**src/rtl/snake_pkg.sv**
```systemverilog
// Shared constants, fruit type codes and the placement FSM state type for the snake game.
package snake_pkg;

    localparam int COORD_WIDTH  = 10;
    localparam int LENGTH_WIDTH = 6;
    localparam int GRID_W       = 64;
    localparam int GRID_H       = 48;
    localparam int BLOCK_SIZE   = 10;
    localparam int MAX_TRIES    = 10;

    localparam logic [1:0] FRUIT_GROW   = 2'b01;
    localparam logic [1:0] FRUIT_SHRINK = 2'b10;
    localparam logic [1:0] FRUIT_LIFE   = 2'b11;

    typedef enum logic [2:0] {
        ST_IDLE,
        ST_DRAW,
        ST_SCAN,
        ST_COMMIT,
        ST_FAIL
    } place_state_t;

    // Type code 00 means "no fruit", so a raw draw of 00 becomes a grow fruit.
    function automatic logic [1:0] remap_type(input logic [1:0] raw);
        return (raw == 2'b00) ? FRUIT_GROW : raw;
    endfunction

endpackage

```
**src/rtl/fruit_candidate_map.sv**
```systemverilog
// Combinational mapping of an LFSR word to a candidate fruit cell in pixel coordinates.
module fruit_candidate_map #(
    parameter int COORD_WIDTH = snake_pkg::COORD_WIDTH,
    parameter int GRID_W      = snake_pkg::GRID_W,
    parameter int GRID_H      = snake_pkg::GRID_H,
    parameter int BLOCK_SIZE  = snake_pkg::BLOCK_SIZE
) (
    input  logic [15:0]            rnd,
    output logic [COORD_WIDTH-1:0] cand_x,
    output logic [COORD_WIDTH-1:0] cand_y,
    output logic [1:0]             cand_type
);
    import snake_pkg::*;

    localparam logic [6:0]             GW = 7'(GRID_W);
    localparam logic [7:0]             GH = 8'(GRID_H);
    localparam logic [COORD_WIDTH-1:0] BS = COORD_WIDTH'(BLOCK_SIZE);

    logic [6:0] x_cell;
    logic [7:0] y_cell;
    logic       unused_rnd_bits;

    always_comb begin
        x_cell    = {1'b0, rnd[5:0]} % GW;
        y_cell    = rnd[15:8] % GH;
        cand_x    = COORD_WIDTH'(x_cell) * BS;
        cand_y    = COORD_WIDTH'(y_cell) * BS;
        cand_type = remap_type(rnd[2:1]);
    end

    assign unused_rnd_bits = ^rnd[7:6];

endmodule

```
**src/rtl/fruit_placement_controller.sv**
```systemverilog
// Sequencer that draws fruit candidates and scans the snake body RAM for collisions before committing.
module fruit_placement_controller #(
    parameter int COORD_WIDTH  = snake_pkg::COORD_WIDTH,
    parameter int LENGTH_WIDTH = snake_pkg::LENGTH_WIDTH,
    parameter int GRID_W       = snake_pkg::GRID_W,
    parameter int GRID_H       = snake_pkg::GRID_H,
    parameter int BLOCK_SIZE   = snake_pkg::BLOCK_SIZE,
    parameter int MAX_TRIES    = snake_pkg::MAX_TRIES
) (
    input  logic                    clk,
    input  logic                    reset,
    input  logic                    place_req,
    input  logic [15:0]             rnd,
    input  logic [LENGTH_WIDTH-1:0] snake_length,
    output logic [LENGTH_WIDTH-1:0] body_rd_addr,
    input  logic [COORD_WIDTH-1:0]  body_rd_x,
    input  logic [COORD_WIDTH-1:0]  body_rd_y,
    output logic [COORD_WIDTH-1:0]  fruit_x,
    output logic [COORD_WIDTH-1:0]  fruit_y,
    output logic [1:0]              fruit_type,
    output logic                    fruit_valid,
    output logic                    busy,
    output logic                    place_done,
    output logic                    place_fail
);
    import snake_pkg::*;

    localparam int TW = $clog2(MAX_TRIES) + 1;
    localparam logic [COORD_WIDTH-1:0] RESET_POS = COORD_WIDTH'(100);

    place_state_t state, state_next;

    logic [COORD_WIDTH-1:0]  map_x, map_y;
    logic [1:0]              map_type;
    logic [COORD_WIDTH-1:0]  cand_x, cand_y;
    logic [1:0]              cand_type;
    logic [LENGTH_WIDTH-1:0] len_q;
    logic [LENGTH_WIDTH-1:0] prev_addr;
    logic                    cmp_valid;
    logic [TW-1:0]           tries;
    logic [TW-1:0]           tries_inc;
    logic                    hit;
    logic                    last_seg;
    logic                    addr_at_end;

    fruit_candidate_map #(
        .COORD_WIDTH (COORD_WIDTH),
        .GRID_W      (GRID_W),
        .GRID_H      (GRID_H),
        .BLOCK_SIZE  (BLOCK_SIZE)
    ) u_map (
        .rnd       (rnd),
        .cand_x    (map_x),
        .cand_y    (map_y),
        .cand_type (map_type)
    );

    // Read data lags the address by one cycle, so compare against the previous address.
    always_comb begin
        tries_inc   = tries + 1'b1;
        addr_at_end = (body_rd_addr == len_q - 1'b1);
        hit         = cmp_valid && (body_rd_x == cand_x) && (body_rd_y == cand_y);
        last_seg    = cmp_valid && (prev_addr == len_q - 1'b1);
    end

    always_comb begin
        state_next = state;
        busy       = (state != ST_IDLE);
        place_done = (state == ST_COMMIT);
        place_fail = (state == ST_FAIL);
        case (state)
            ST_IDLE:   if (place_req) state_next = ST_DRAW;
            ST_DRAW:   state_next = (snake_length == '0) ? ST_COMMIT : ST_SCAN;
            ST_SCAN: begin
                if (hit)
                    state_next = (tries_inc < TW'(MAX_TRIES)) ? ST_DRAW : ST_FAIL;
                else if (last_seg)
                    state_next = ST_COMMIT;
            end
            ST_COMMIT: state_next = ST_IDLE;
            ST_FAIL:   state_next = ST_IDLE;
            default:   state_next = ST_IDLE;
        endcase
    end

    always_ff @(posedge clk or posedge reset) begin
        if (reset) begin
            state        <= ST_IDLE;
            fruit_x      <= RESET_POS;
            fruit_y      <= RESET_POS;
            fruit_type   <= FRUIT_GROW;
            fruit_valid  <= 1'b1;
            body_rd_addr <= '0;
            prev_addr    <= '0;
            cmp_valid    <= 1'b0;
            tries        <= '0;
            len_q        <= '0;
            cand_x       <= '0;
            cand_y       <= '0;
            cand_type    <= FRUIT_GROW;
        end else begin
            state <= state_next;
            case (state)
                ST_IDLE: begin
                    if (place_req) begin
                        fruit_valid <= 1'b0;
                        tries       <= '0;
                    end
                end
                ST_DRAW: begin
                    cand_x       <= map_x;
                    cand_y       <= map_y;
                    cand_type    <= map_type;
                    len_q        <= snake_length;
                    body_rd_addr <= '0;
                    cmp_valid    <= 1'b0;
                end
                ST_SCAN: begin
                    cmp_valid <= 1'b1;
                    prev_addr <= body_rd_addr;
                    if (!addr_at_end)
                        body_rd_addr <= body_rd_addr + 1'b1;
                    if (hit)
                        tries <= tries_inc;
                end
                ST_COMMIT: begin
                    fruit_x     <= cand_x;
                    fruit_y     <= cand_y;
                    fruit_type  <= cand_type;
                    fruit_valid <= 1'b1;
                end
                default: ;
            endcase
        end
    end

endmodule
```
**config.mk**
```make
export PLATFORM = sky130hd
export DESIGN_NAME = fruit_placement_controller
export DESIGN_NICKNAME = d
export VERILOG_FILES = /design/src/rtl/snake_pkg.sv /design/src/rtl/fruit_candidate_map.sv /design/src/rtl/fruit_placement_controller.sv
export SDC_FILE = /design/constraint.sdc
export NUM_CORES = 1
export LEC_CHECK = 0
export BUFFER_PORTS_ARGS = -buffer_cell sky130_fd_sc_hd__buf_2
export CORE_UTILIZATION = 30
export DETAILED_ROUTE_END_ITERATION = 7
export GPL_TIMING_DRIVEN = 0
export SETUP_SLACK_MARGIN = 0.15
export SYNTH_ARGS = -nofsm -noshare
export SYNTH_HDL_FRONTEND = slang
export SYNTH_SLANG_ARGS = --single-unit
```
**constraint.sdc**
```tcl
create_clock -name clk -period 5.92 [get_ports clk]
set_clock_uncertainty 0.1 [all_clocks]
set_input_delay 0.888 -clock clk [delete_from_list [all_inputs] [get_ports clk]]
set_output_delay 0.888 -clock clk [all_outputs]
set_load 0.1 [all_outputs]
```
; Yosys cells after proc, flatten, opt, wreduce, memory -nomap -nowiden
; Index checks and enable logic that the tools add are counted.
[classes]
mux = 15
eq_ne = 12
mul = 2
order_cmp = 1
div_mod_pow = 1
n_addsub = 3
n_reduce_logical = 14
[op_table]
columns = operator, count
row1 = 10-bit == test, 2
row2 = 6-bit == test, 2
row3 = 3-bit two-way mux, 4
row4 = 6-bit case mux with 2 select lines, 1
row5 = 5-bit two-way mux, 2
row6 = 5-bit case mux with 2 select lines, 1
row7 = "6-bit by 3-bit multiplier with 9-bit output, second input constant", 1
row8 = "8-bit by 3-bit multiplier with 9-bit output, second input constant", 1
row9 = 3-bit case mux with 3 select lines, 1
row10 = "8-bit by 6-bit remainder unit with 8-bit output, second input constant", 1
row11 = "6-bit by 1-bit adder with 6-bit output, second input constant", 1
row12 = "3-bit by 2-bit == test with 1-bit output, second input constant", 2
row13 = 6-bit zero test, 1
row14 = 6-bit two-way mux, 1
row15 = "2-bit inequality test, second input constant", 3
row16 = 2-bit AND reduction, 3
row17 = 2-bit nonzero test, 3
row18 = "6-bit by 1-bit subtractor with 6-bit output, second input constant", 1
row19 = "5-bit by 1-bit adder with 5-bit output, second input constant", 1
row20 = "5-bit by 4-bit < comparator with 1-bit output, second input constant", 1
row21 = 1-bit case mux with 2 select lines, 2
row22 = "3-bit by 1-bit == test with 1-bit output, second input constant", 1
row23 = "3-bit == test, second input constant", 1
row24 = 1-bit logical AND, 3
row25 = other kinds (7), 8
[totals]
out_inout_bits = 32
ff_bits = 68
elab_cells = 61
inputBits = 45

; Longest topological paths before layout
[depth]
depth_word = 6
ltp_mapped = 13

; Modules after synthesis
; A second synthesis with hierarchy kept.
[unflattened]
hier_cells = 407
hier_area_um2 = 4087.7
[by_module_without_submodules]
columns = mod, seq_area_each_um2, cells_per_inst, area_each_um2, instances
row1 = fruit_placement_controller, 1813.0, 338, 3493.4, 1
row2 = fruit_candidate_map, 0.0, 69, 594.3, 1

; Worst setup path after synthesis
; No wires, ideal clock.
[synth_path]
kind = flip-flop to output port
from = register state[1]
to = output port place_fail
path_slack_ns = 2.289
n_path_buf = 0
path_stages_with_launch = 2
arrival_time_ns = 2.643
path_cell_list = dfrtp_1 nor3b_1
[synth_via]
elab_chain_len = 1
[synth_rtl]
columns = element, line
row1 = "start, declared", fruit_placement_controller.sv:31  ; place_state_t state, state_next;
row2 = "start signal, assigned", fruit_placement_controller.sv:102  ; state <= state_next;
row3 = 3-bit == test, fruit_placement_controller.sv:70  ; place_fail = (state == ST_FAIL);
row4 = "end, declared", fruit_placement_controller.sv:24  ; output logic place_fail
; Every way passes these cells.

; Worst setup path after layout
[layout_path]
from = input port rnd[13]
to = register cand_y[9]
[layout_via]
elab_chain_len = 2
[layout_rtl]
columns = element, line
row1 = "start, declared", fruit_placement_controller.sv:13  ; input logic [15:0] rnd,
row2 = 8-bit by 6-bit remainder unit with 8-bit output, fruit_candidate_map.sv:25  ; y_cell = rnd[15:8] % GH;
row3 = 8-bit by 3-bit multiplier with 9-bit output, fruit_candidate_map.sv:27  ; cand_y = COORD_WIDTH'(y_cell) * BS;
row4 = "end signal, assigned", fruit_placement_controller.sv:112  ; cand_y <= map_y;
row5 = "end, declared", fruit_placement_controller.sv:35  ; logic [COORD_WIDTH-1:0] cand_x, cand_y;
; Every way passes these cells.
; A chain may end at the register's enable or synchronous reset.

==> results_dict.tcl <==
set metrics [dict create \
    outcome "complete, no violations" \
    dp_cells 651 \
    hp-start "cand_type[0]" \
    start_util_pct 31.2 \
    seq_area_mm2 0.00171 \
    r2r_end "tries[4]" \
    seq_power_share_pct 30.7 \
    crit_top_cell "a21oi_1" \
    max_stage_delay_ps 310 \
    cts_resized 0 \
    synthTopCellsByArea "dfrtp_1 (39%), nand2_1 (13%), ha_1 (7.3%)" \
    relSlewSlack_pct 44.1 \
    intPower_mw 1.34 \
    fillerInstances 1264 \
    dieArea_mm2 0.0131 \
    final_area_mm2 0.00465 \
    grt_pass1_wl_mm 15.0 \
    num_vias 3018 \
    cts_buffers 9 \
    grtUsageMet1_pct 19.7 \
    hold_violations 0 \
    gr-total-overflow 0 \
    finalCriticalPeriod_ps 3050 \
    crit_family "compound AO/OA/AOI/OAI gates" \
    arrival_ps 3150 \
    die_x_um 114 \
    r2r-start "cand_y[1]" \
    p_per_area_mw_per_mm2 586 \
    antenna_found_initial 0 \
    final_cells 667 \
    gp_congestion 0.781 \
    start_kind "input port" \
    synth_top_cells_by_count "nand2_1 (135), dfrtp_1 (59), xnor2_1 (27)" \
    cp_slowest_cell "ha_1" \
    drtAntennaViolNets 0 \
    first_global_vias 3014 \
    ys_async_sr_fraction_pct 100 \
    synthCells 409 \
    syn-cell-area_mm2 0.00379 \
    maxCapViolCount 0 \
    worst_pin_slew_ps 839 \
    clk_pin_slew_worst_paths_ps 60 \
    nNetsFinal 563 \
    firstDrtPassIters 4 \
    cts_tree "yes" \
    core_mm2 0.0122 \
    post-synth-top-area-fraction_pct 38.9 \
    rows 40 \
    switching_share_pct 50.9 \
    grt_busiest_layer "met2" \
    wl_per_cell_um 13.5 \
    setup_violations 0 \
    p_switching_mw 1.39 \
    hold_path_end "fruit_type[0]" \
    p_leak_nw 2.37 \
    clock_latency_ps 330 \
    grt_max_degree 69 \
    rrSetupSlack_ps 3660 \
    synthToLayoutAreaGrowth_pct 22.7 \
    clockBufferDepth 2 \
    grtUsageMet3_pct 3.39 \
    power.share.combinational_pct 51.0 \
    critPathBufInv 1 \
    clockPowerShare_pct 18.3 \
    insertedDiodeCount 0 \
    place_area_mm2 0.00437 \
    synth_area_leader_cell "dfrtp_1" \
    max_freq_mhz 328 \
    cts_root_buf "clkbuf_16" \
    avgSynthCellArea_um2 9.28 \
    multi_input_area_mm2 0.00197 \
    setup_tns_ps 0 \
    io_pins 77 \
    drive_gt1_share_pct 22.8 \
    ys_seq_area_share_pct 45.2 \
    synth_edf_count 0 \
    synth_warnings 0 \
    crit_chain "buf_2 > nand2b_1 > nor2b_1 > o21ai_0 > a21oi_1 > ha_1 > ha_1 > a21o_1 > a21oi_1 > o21bai_1 > a21oi_1 > xor2_1 > o21ai_0" \
    rsz0062_at_grt "no" \
    cp_max_fo 3 \
    io_buffers 71 \
    hold_path.class "reg2reg" \
    cts_setup_buffers 0 \
    drt_wl_total_mm 9.01 \
    ys.flop_type "dfrtp_1" \
    slew_violations 0 \
    vdd_ir_drop_max_mv 0.202 \
    via_per_inst 4.52 \
    crit_path_end_kind "flip-flop" \
    cts.sinks 68 \
    htree_num_levels 3 \
    ff2ff_path_depth 6 \
    synth_cell_types 43 \
    final.period_utilization_pct 51.6 \
    holdPathStages 2 \
    die_h_um 114 \
    postCtsHoldBufs 0 \
    yosysMostFrequentCell "nand2_1" \
    first_iter_violations 151 \
    place_hpwl_mm 6.82 \
    cp.required_ps 6010 \
    critical_path_class "in2reg" \
    ys_ff_latch 68 \
    drc_errors 0 \
    grtUsageMet2_pct 24.9 \
    track_usage_pct 15.2 \
]
per-stage QoR:
step / power, mW / utilization (%) / hold WS (ps) / setup WS, ps
6_report: 2.73 / 38.3 / 355 / 2870
5_1_grt: 2.91 / 38.3 / 378 / 2680
4_1_cts: 2.76 / 38.3 / 356 / 2870
3_5_place_dp: 2.24 / 36.0 / 346 / 2520
3_3_place_gp: 2.22 / 35.9 / 350 / 2410
2_1_floorplan: 1.95 / - / 335 / 2290
layout by cell type (no fill, tap or decap), drive strengths merged:
cell type / n
and4: 1
nor3b: 6
a31oi: 2
fa: 2
nand3b: 1
o21bai: 3
a21oi: 15
mux2: 6
a211oi: 1
dfrtp: 59
nand2: 135
and3: 1
a21o: 7
or3b: 1
nand3: 9
o21a: 1
xor2: 12
clkinv: 4
dfstp: 9
xnor3: 3
and2: 1
nor2b: 3
nor4: 2
nor3: 5
or2: 2
clkbuf: 23
conb: 4
ha: 22
o21ai: 19
nand2b: 2
o211ai: 1
inv: 14
o2bb2ai: 1
buf: 75
xnor2: 27
nand4: 6
nor2: 8
mux2i: 6
final cells by class:
class,count,share of cell area [%]
plain buffers,15,1.45
clock buffers,12,5.51
clock inverters,4,0.511
inverters,14,1.18
multi-input cells,315,42.4
flip-flops and latches,68,36.8
well taps,168,4.52
repair buffers,71,7.64
kinds of logic (layout without fill, tap and decap cells):
kind of cell             count (synthesis)  count (layout)  share of synthesized area (%)
AND/OR/NAND/NOR                        183             183                           21.0
flip-flops                              68              68                           45.2
AO/OA/AOI/OAI                           50              50                           8.05
XOR/XNOR                                42              42                           10.8
buffers and inverters                   29             116                           3.17
adder cells (fa/ha/maj)                 24              24                           8.31
multiplexers                            12              12                           3.36
other                                    1               4                         0.0988
per-layer routing:
metal	up-vias	wire length, um
met5	-	0
met4	0	110
met3	7	339
met2	56	4330
met1	1441	4230
li1	1514	-
worst max path at each step:
stage / to / start / cells after the start / slack, ps
CTS: cand_y[9] / rnd[13] / 13 / 2870
detailed placement: cand_y[9] / rnd[13] / 13 / 2520
global route: cand_y[9] / rnd[12] / 14 / 2680
finish: cand_y[9] / rnd[13] / 13 / 2870
global placement: fruit_x[9] / reset / 2 / 2410
floorplan: place_fail / state[1] / 1 / 2290
power groups by stage:
stage / logic (mW) / clock network, mW / registers, mW
2_1_floorplan: 0.647 / 0 / 1.30
3_3_place_gp: 1.38 / 0 / 0.841
3_5_place_dp: 1.39 / 0 / 0.846
4_1_cts: 1.40 / 0.513 / 0.840
5_1_grt: 1.51 / 0.532 / 0.864
6_report: 1.39 / 0.497 / 0.838
worst min-delay path: cells and delay by family, from the launching register on:
kind	cells	cell delay (ps)
flip-flops	1	370
AND/OR/NAND/NOR	2	90
registers in the layout (all words and copies together), names as in the netlist:
signal        count
fruit_type        2
tries             5
fruit_x           9
cand_y            9
len_q             6
cand_x            9
state             3
fruit_valid       1
body_rd_addr      6
cmp_valid         1
prev_addr         6
cand_type         2
fruit_y           9
Power figures use the tool's default switching activity.
